## config.mk

```make
export PLATFORM = sky130hd
export DESIGN_NAME = stb_capture_ctrl
export DESIGN_NICKNAME = d
export VERILOG_FILES = /design/src/rtl/meas_pkg.sv /design/src/rtl/sync_ff.sv /design/src/rtl/stb_capture_ctrl.sv
export SDC_FILE = /design/constraint.sdc
export NUM_CORES = 1
export LEC_CHECK = 0
export BUFFER_PORTS_ARGS = -buffer_cell sky130_fd_sc_hd__buf_2
export CAP_MARGIN = 20
export CORE_MARGIN = 2
export CORE_UTILIZATION = 50
export CTS_CLUSTER_DIAMETER = 120
export DETAILED_ROUTE_END_ITERATION = 7
export PLACE_DENSITY = 0.82
export SYNTH_ARGS = -nofsm -noshare
export SYNTH_HDL_FRONTEND = slang
export SYNTH_SLANG_ARGS = --single-unit
```

## constraint.sdc

```tcl
create_clock -name clk_i -period 4.2 [get_ports clk_i]
set_clock_uncertainty 0.15 [all_clocks]
set_input_delay 0.84 -clock clk_i [delete_from_list [all_inputs] [get_ports clk_i]]
set_output_delay 0.84 -clock clk_i [all_outputs]
set_load 0.01 [all_outputs]
```

## src/rtl/meas_pkg.sv

```systemverilog
// Shared types and constants for the strobe capture controller.
package meas_pkg;

    // Depth of the synchroniser placed on the asynchronous comparator output.
    localparam int CMP_SYNC_STAGES = 2;

    // One-hot controller states, in burst order.
    typedef enum logic [7:0] {
        ST_IDLE       = 8'b0000_0001,
        ST_WAIT_RDY   = 8'b0000_0010,
        ST_REQ        = 8'b0000_0100,
        ST_WAIT_CLR   = 8'b0000_1000,
        ST_WAIT_VALID = 8'b0001_0000,
        ST_SETTLE     = 8'b0010_0000,
        ST_SAMPLE     = 8'b0100_0000,
        ST_DONE       = 8'b1000_0000
    } stb_cap_state_t;

endpackage

```

## src/rtl/sync_ff.sv

```systemverilog
// Multi-stage flip-flop synchroniser for asynchronous inputs.
module sync_ff #(
    parameter int WIDTH  = 1,
    parameter int STAGES = 2
) (
    input  logic             clk_i,
    input  logic             arst_i,
    input  logic [WIDTH-1:0] d_i,
    output logic [WIDTH-1:0] q_o
);

    logic [WIDTH-1:0] stage_r [STAGES];

    // Shift the input through the synchroniser chain.
    always_ff @(posedge clk_i or posedge arst_i) begin
        if (arst_i) begin
            for (int i = 0; i < STAGES; i++) begin
                stage_r[i] <= {WIDTH{1'b0}};
            end
        end else begin
            stage_r[0] <= d_i;
            for (int i = 1; i < STAGES; i++) begin
                stage_r[i] <= stage_r[i-1];
            end
        end
    end

    assign q_o = stage_r[STAGES-1];

endmodule

```

## src/rtl/stb_capture_ctrl.sv

```systemverilog
// Strobe capture controller: requests strobes from the strobe generator,
// samples the synchronised comparator after each strobe and counts hits
// over a burst of N strobes for threshold calibration.
module stb_capture_ctrl
    import meas_pkg::*;
#(
    parameter int CNT_WIDTH  = 16,
    parameter int TO_WIDTH   = 24,
    parameter int SETTLE_CYC = 4
) (
    input  logic                 clk_i,
    input  logic                 arst_i,
    input  logic                 start_i,
    input  logic                 abort_i,
    input  logic [CNT_WIDTH-1:0] n_samples_i,
    input  logic [TO_WIDTH-1:0]  timeout_i,
    input  logic                 stb_rdy_i,
    input  logic                 stb_valid_i,
    output logic                 stb_req_o,
    input  logic                 cmp_i,
    output logic                 busy_o,
    output logic                 done_o,
    output logic                 timeout_o,
    output logic [CNT_WIDTH-1:0] hit_cnt_o,
    output logic [CNT_WIDTH-1:0] sample_cnt_o
);

    // Settle counter only needs to hold SETTLE_CYC-1.
    localparam int SW = (SETTLE_CYC > 2) ? $clog2(SETTLE_CYC) : 1;

    stb_cap_state_t       state_r;
    stb_cap_state_t       next_s;
    logic [CNT_WIDTH-1:0] n_lat_r;
    logic [TO_WIDTH-1:0]  to_lat_r;
    logic [TO_WIDTH-1:0]  to_cnt_r;
    logic [SW-1:0]        settle_cnt_r;
    logic [CNT_WIDTH-1:0] hit_r;
    logic [CNT_WIDTH-1:0] sample_r;
    logic                 busy_r;
    logic                 timeout_r;
    logic                 cmp_sync_s;
    logic                 start_s;
    logic                 expire_s;
    logic                 last_s;
    logic                 timeout_hit_s;

    // Saturating increment so the result counters can never wrap.
    function automatic logic [CNT_WIDTH-1:0] sat_inc(input logic [CNT_WIDTH-1:0] v,
                                                     input logic                 inc);
        if (inc && (v != {CNT_WIDTH{1'b1}})) begin
            return v + CNT_WIDTH'(1);
        end else begin
            return v;
        end
    endfunction

    sync_ff #(
        .WIDTH  (1),
        .STAGES (CMP_SYNC_STAGES)
    ) u_cmp_sync (
        .clk_i  (clk_i),
        .arst_i (arst_i),
        .d_i    (cmp_i),
        .q_o    (cmp_sync_s)
    );

    // An abort in IDLE suppresses a simultaneous start.
    assign start_s  = start_i && !abort_i;
    // Timer expires on the cycle it would decrement to zero; 0 disables it.
    assign expire_s = (to_lat_r != {TO_WIDTH{1'b0}}) && (to_cnt_r == TO_WIDTH'(1));
    assign last_s   = (({1'b0, sample_r} + {{CNT_WIDTH{1'b0}}, 1'b1}) == {1'b0, n_lat_r});

    // Next-state decode; abort overrides every other transition of a burst.
    always_comb begin
        next_s        = state_r;
        timeout_hit_s = 1'b0;
        case (state_r)
            ST_IDLE: begin
                if (start_s) begin
                    next_s = ST_WAIT_RDY;
                end else begin
                    next_s = ST_IDLE;
                end
            end
            ST_WAIT_RDY: begin
                if (abort_i) begin
                    next_s = ST_DONE;
                end else if (expire_s) begin
                    next_s        = ST_DONE;
                    timeout_hit_s = 1'b1;
                end else if (stb_rdy_i) begin
                    next_s = ST_REQ;
                end else begin
                    next_s = ST_WAIT_RDY;
                end
            end
            ST_REQ: begin
                if (abort_i) begin
                    next_s = ST_DONE;
                end else begin
                    next_s = ST_WAIT_CLR;
                end
            end
            ST_WAIT_CLR: begin
                if (abort_i) begin
                    next_s = ST_DONE;
                end else if (expire_s) begin
                    next_s        = ST_DONE;
                    timeout_hit_s = 1'b1;
                end else if (!stb_valid_i) begin
                    next_s = ST_WAIT_VALID;
                end else begin
                    next_s = ST_WAIT_CLR;
                end
            end
            ST_WAIT_VALID: begin
                if (abort_i) begin
                    next_s = ST_DONE;
                end else if (expire_s) begin
                    next_s        = ST_DONE;
                    timeout_hit_s = 1'b1;
                end else if (stb_valid_i) begin
                    next_s = (SETTLE_CYC > 1) ? ST_SETTLE : ST_SAMPLE;
                end else begin
                    next_s = ST_WAIT_VALID;
                end
            end
            ST_SETTLE: begin
                if (abort_i) begin
                    next_s = ST_DONE;
                end else if (settle_cnt_r <= SW'(1)) begin
                    next_s = ST_SAMPLE;
                end else begin
                    next_s = ST_SETTLE;
                end
            end
            ST_SAMPLE: begin
                if (abort_i || last_s) begin
                    next_s = ST_DONE;
                end else begin
                    next_s = ST_REQ;
                end
            end
            ST_DONE: begin
                next_s = ST_IDLE;
            end
            default: begin
                next_s = ST_IDLE;
            end
        endcase
    end

    // State register.
    always_ff @(posedge clk_i or posedge arst_i) begin
        if (arst_i) begin
            state_r <= ST_IDLE;
        end else begin
            state_r <= next_s;
        end
    end

    // Burst configuration, timeout/settle timers, result counters and flags.
    always_ff @(posedge clk_i or posedge arst_i) begin
        if (arst_i) begin
            n_lat_r      <= {CNT_WIDTH{1'b0}};
            to_lat_r     <= {TO_WIDTH{1'b0}};
            to_cnt_r     <= {TO_WIDTH{1'b0}};
            settle_cnt_r <= {SW{1'b0}};
            hit_r        <= {CNT_WIDTH{1'b0}};
            sample_r     <= {CNT_WIDTH{1'b0}};
            busy_r       <= 1'b0;
            timeout_r    <= 1'b0;
        end else begin
            case (state_r)
                ST_IDLE: begin
                    if (start_s) begin
                        n_lat_r   <= (n_samples_i == {CNT_WIDTH{1'b0}}) ? CNT_WIDTH'(1) : n_samples_i;
                        to_lat_r  <= timeout_i;
                        to_cnt_r  <= timeout_i;
                        hit_r     <= {CNT_WIDTH{1'b0}};
                        sample_r  <= {CNT_WIDTH{1'b0}};
                        timeout_r <= 1'b0;
                        busy_r    <= 1'b1;
                    end
                end
                ST_WAIT_RDY, ST_WAIT_CLR, ST_WAIT_VALID: begin
                    if (to_cnt_r != {TO_WIDTH{1'b0}}) begin
                        to_cnt_r <= to_cnt_r - TO_WIDTH'(1);
                    end
                    if (next_s == ST_SETTLE) begin
                        settle_cnt_r <= SW'(SETTLE_CYC - 1);
                    end
                end
                ST_REQ: begin
                    to_cnt_r <= to_lat_r;
                end
                ST_SETTLE: begin
                    if (settle_cnt_r != {SW{1'b0}}) begin
                        settle_cnt_r <= settle_cnt_r - SW'(1);
                    end
                end
                ST_SAMPLE: begin
                    sample_r <= sat_inc(sample_r, 1'b1);
                    hit_r    <= sat_inc(hit_r, cmp_sync_s);
                end
                ST_DONE: begin
                    busy_r <= 1'b0;
                end
                default: begin
                    busy_r <= 1'b0;
                end
            endcase
            if (timeout_hit_s) begin
                timeout_r <= 1'b1;
            end
        end
    end

    assign stb_req_o    = (state_r == ST_REQ);
    assign done_o       = (state_r == ST_DONE);
    assign busy_o       = busy_r;
    assign timeout_o    = timeout_r;
    assign hit_cnt_o    = hit_r;
    assign sample_cnt_o = sample_r;

endmodule

```

==> reports/results.txt, run 1 <==
Post-synth top flop = dfrtp_1
Clk sinks = 110
Hold Path Class = reg2reg
First-pass GRT wire length = 24,400 µm
Synth cell types = 64
Final WS setup = 952 ps
Max_cap viols = 0
Port Buffers = 82
WL per Instance = 15.8 µm
Die W = 115 µm
CP Launch Type = flip-flop
Vias in the first global route = 5,135
Hold buffer count at CTS = 0
Final Cycle Share = 77.3%
Asr flop ratio synth = 100%
Iteration-0 DRC Markers = 513
Reg area = 2750 µm²
Vias post-DR = 5,601
Post-synth EDFFs = 0
Synth Cell Area = 6160 µm²
Setup TNS = 0 ps
WS Path Type = reg2out
Via density = 5.91
GR Layer Usage met2 = 37.8%
Dpl cell area = 6640 µm²
# fillers = 1,041
Worst slew margin = 41.3%
Crit. End Element = primary output
Num CTS Buffers = 9
Top post-synthesis cells by area = dfrtp_1 (44%), nand2_1 (10%), nor2_1 (4.2%)
Starting Density = 51.3%
Cell area power density = 514 nW/µm²
Core Rows = 40
RSZ-0062 raised after global routing = false
Post-Syn Area per Cell = 8.34 µm²
Min cycle time layout = 3250 ps
Pin count of the biggest net entering global routing = 72
Number of synthesized register bits = 110
Syn Nets = 792
Synth warnings = 0
Synthesized instance count = 738
Grt met3 use = 5.38%
Multi-input gate area = 3170 µm²
Die area = 13,200 µm²
Tot Pwr = 3.58 mW
Placed cells = 930
Clock Latency Late Sink = 360 ps
Post-synth top area cell = dfrtp_1
Ant diodes = 0
DRT antenna net count = 0
GR peak layer = met2
Worst EP arrival = 2260 ps
Pre-CTS setup slack = 1200 ps
GR Overflow Total = 0
Worst Hold Slack = 207 ps
Most common cell after layout, fill and taps aside = nand2_1
Final-stage net count = 849
Worst-margin pin slew = 880 ps
Clock Path Buffers = 2
DRC Markers = 0
Synthesis-to-finish area growth = 13.0%
DR pass1 iterations = 6
Setup bufs post-CTS = 0
H-tree Lvls = 3
Fin cells = 947
Peak fanout along the critical path = 26
Final WL = 14,900 µm
Die Y = 115 µm
Clock root cell = clkbuf_16
Worst Path Required = 3210 ps
GP Congestion = 0.919
Met1 Resource Use GR = 30.6%
P_leak = 3.20 nW
Clk slew on worst S/H paths = 70 ps
Post-CTS sizing = 0
Status = complete, no violations
Antenna violations before repair = 0
Share of post-route cells with drive strength above 1 = 14.9%
Gr usage total = 23.1%
CTS tree = yes
Fmax = 0.308 GHz
DP Wirelength = 10,400 µm
Most frequent cells in the layout = nand2_1 (164), dfrtp_1 (109), buf_2 (82), nor2_1 (68), o21ai_0 (45)
Register area share after synthesis = 44.7%
I/O pin cnt = 83
CORE AREA = 12,000 µm²
Worst VDD drop = 0.000304 V
Endpoints failing setup = 0
Share of the synthesized area in the top cell type = 44.3%
Final Hold Vio Count = 0
Final Util = 57.9%
Final instance area = 6960 µm²
Slew Limit Fails = 0
registers in the layout, indices dropped and copies added, names as in the netlist:
| name | flops |
|---|---|
| to_cnt_r | 24 |
| to_lat_r | 24 |
| hit_cnt_o | 16 |
| n_lat_r | 16 |
| sample_cnt_o | 16 |
| state_r | 8 |
| settle_cnt_r | 2 |
| busy_o | 1 |
| timeout_o | 1 |
| u_cmp_sync.q_o | 1 |
| u_cmp_sync.stage_r | 1 |
logic make-up (layout without fill, tap and decap cells):
group	after synthesis	after routing	synth area share, %
fa+ha+maj	7	7	1.42
flops	110	110	44.7
compound gates	158	158	16.4
simple gates	364	364	27.7
xor+xnor	40	40	5.69
buf+inv	59	121	4.06
where the power goes:
part	leakage, nW	internal, mW	switching (mW)	total (mW)
registers	1.42	1.37	0.310	1.68
clock network	0.142	0.479	0.385	0.864
logic	1.64	0.419	0.614	1.03
total	3.20	2.27	1.31	3.58
worst paths after layout:
check,depth (start not counted),slack [ps],from,to
min,0,210,u_cmp_sync.stage_r[1],u_cmp_sync.q_o
max,4,950,state_r[4],stb_req_o
min reg2reg,0,210,u_cmp_sync.stage_r[1],u_cmp_sync.q_o
max in group asynchronous,3,2630,arst_i,state_r[0]
max reg2reg,8,1190,state_r[4],to_cnt_r[17]
min in group asynchronous,2,520,arst_i,sample_cnt_o[10]
layout make-up:
class	instances	share of cell area [%]
Multi-Input combinational cell	569	45.5
Timing Repair Buffer	91	7.15
Clock inverter	5	0.845
Tap cell	147	2.64
Sequential cell	110	39.6
Inverter	14	0.791
Clock buffer	11	3.49
per-layer routing:
layer  wire, µm  up-vias
met1       6580     2642
met3        971       31
met5          0        -
met4        252        0
li1           -     2740
met2       7130      188
cell usage after synthesis (all sizes together), types with 2 or more instances:
| cell type | number |
|---|---|
| nor2 | 69 |
| or3 | 9 |
| o41ai | 3 |
| or4 | 5 |
| o311ai | 2 |
| nor4 | 27 |
| o31ai | 7 |
| a21oi | 27 |
| xor2 | 14 |
| a32o | 2 |
| a22oi | 3 |
| nand3 | 24 |
| a31oi | 4 |
| inv | 14 |
| nor3 | 24 |
| a21o | 2 |
| nor3b | 3 |
| and3 | 6 |
| buf | 15 |
| ha | 7 |
| a21bo | 2 |
| xnor2 | 26 |
| nand2 | 164 |
| nand4 | 13 |
| o22ai | 5 |
| nand2b | 3 |
| and2 | 3 |
| dfrtp | 109 |
| clkbuf | 30 |
| a221oi | 19 |
| o31a | 2 |
| nor2b | 2 |
| o221ai | 2 |
| o32ai | 2 |
| a22o | 2 |
| and4 | 5 |
| o21ai | 65 |
critical path, cell delays in order, from the launching register on:
cell and delay (ps):
dfrtp_1 480, nor3_4 380, nand3_1 330, inv_2 480
buf_2 220
Power figures use the tool's default switching activity.
==> run 2, diff against run 1 <==
Clock period 4.2 ns to 3.2 ns, I/O delays scaled along.
==> run 2 against run 1 <==
Sequential power grew 31%. Utilization rose by 0.47 points. Design area up 0.81%. Count of clock-buffer cells in the layout stayed put. Die area did not move. Sequential cell count stayed put. Non-clock buffer count rose by 5. Total power up 34%. Hold slack improved by 3.4 ps. First-iteration DRC count rose by 24%. Critical endpoint is now sample_cnt_o[3].
==> reports/results.txt, run 2 (synthesis gave the netlist of run 1 again) <==
R2R depth = 7
Most common cell after layout, fill and taps aside = nand2_1
Hold buffer count at CTS = 0
FF-to-FF End = sample_cnt_o[3]
Iteration-0 DRC Markers = 635
Fmax = 0.372 GHz
Clock root cell = clkbuf_16
Post-CTS sizing = 0
DRC Markers = 0
R2R setup slack = 510 ps
Cell area power density = 681 nW/µm²
Tot Pwr = 4.78 mW
Final-stage net count = 854
Status = complete, no violations
Setup TNS = 0 ps
Synthesis-to-finish area growth = 14.0%
Worst hold path startpoint = u_cmp_sync.stage_r[1]
Hold EP = u_cmp_sync.q_o
DR pass1 iterations = 5
Antenna violations before repair = 0
Multi-input gate area = 3170 µm²
Worst Path Required = 3300 ps
Crit. End Element = flip-flop
WL per Instance = 16.0 µm
Endpoints failing setup = 0
Die W = 115 µm
Clock Latency Late Sink = 360 ps
Final WL = 15,200 µm
Worst-margin pin slew = 759 ps
Switching share of power = 36.2%
Port Buffers = 82
CTS tree = yes
GR Overflow Total = 0
DRT antenna net count = 0
Combinational fraction of design power = 28.8%
WS Path Type = reg2reg
Clk pwr share = 25.2%
Die area = 13,200 µm²
Via density = 5.90
Worst R2R Start = sample_cnt_o[0]
Core Rows = 40
Clock Path Buffers = 2
First-pass GRT wire length = 25,100 µm
Min cycle time layout = 2690 ps
RSZ-0062 raised after global routing = false
Slew Limit Fails = 0
Hold Path Class = reg2reg
P_leak = 3.23 nW
Vias post-DR = 5,616
Num CTS Buffers = 9
Top flop regs = to_cnt_r: 24 flops, to_lat_r: 24 flops
Worst slew margin = 49.3%
H-tree Lvls = 3
Peak fanout along the critical path = 8
Hold Path Stages = 0
# fillers = 1,105
CP Launch Type = flip-flop
Share of post-route cells with drive strength above 1 = 15.2%
Worst Hold Slack = 211 ps
Die Y = 115 µm
Worst EP arrival = 2790 ps
Most frequent cells in the layout = nand2_1 (164), dfrtp_1 (109), buf_2 (82), nor2_1 (69), o21ai_0 (45)
Ant diodes = 0
Worst VDD drop = 0.000374 V
P_int = 3.05 mW
Setup bufs post-CTS = 0
Pin count of the biggest net entering global routing = 49
Final Util = 58.4%
Starting Density = 51.3%
Vias in the first global route = 5,191
Gr usage total = 23.7%
Clk slew on worst S/H paths = 70 ps
Clk sinks = 110
Reg area = 2750 µm²
DP Wirelength = 10,700 µm
GP Congestion = 0.868
Final Cycle Share = 83.9%
Sequential share of power = 46.0%
I/O pin cnt = 83
Max_cap viols = 0
Reported net switching power = 1.73 mW
CORE AREA = 12,000 µm²
Final Hold Vio Count = 0
## run 2: per-layer routing
metal  track usage, %  routed length [µm]  vias to the layer above
li1                 -                   -                     2752
met1             32.2                6900                     2657
met2             37.8                7160                      181
met3             5.22                 901                       26
met4             7.47                 276                        0
met5                0                   0                        -
## run 2: worst max-delay path by stage
stage	start	end
final	sample_cnt_o[0]	sample_cnt_o[3]
after global routing	state_r[4]	stb_req_o
after CTS	state_r[4]	stb_req_o
after detailed placement	abort_i	hit_cnt_o[7]
after global placement	abort_i	hit_cnt_o[13]
after floorplan	sample_cnt_o[0]	sample_cnt_o[3]
## run 2: final cells by class
cell class              count  area share (%)
well taps                 147            2.62
clock buffers              11            3.32
multi-input cells         569            45.1
repair buffers             96            7.70
flip-flops and latches    110            39.2
inverters                  14           0.802
clock inverters             5            1.19
## run 2: through the flow
stage	setup WS [ps]	std cells	area, µm²
2_1_floorplan	713	738	6160
3_3_place_gp	555	936	6700
3_5_place_dp	464	936	6700
4_1_cts	514	952	7020
5_1_grt	380	952	7020
6_report	514	952	7020
## run 2: power groups by stage
stage | registers [mW] | clock network (mW) | logic, mW
floorplan | 2.07 | 0 | 1.09
global placement | 2.20 | 0 | 1.31
detailed placement | 2.21 | 0 | 1.36
CTS | 2.19 | 1.23 | 1.37
global route | 2.25 | 1.29 | 1.57
finish | 2.20 | 1.21 | 1.38
## run 2: critical path: stages, from the launching register on
cell	delay [ps]
dfrtp_1	480
ha_1	300
nand3_1	250
or4_1	720
a21oi_2	250
nor3_1	80
a21o_1	170
a22o_1	170
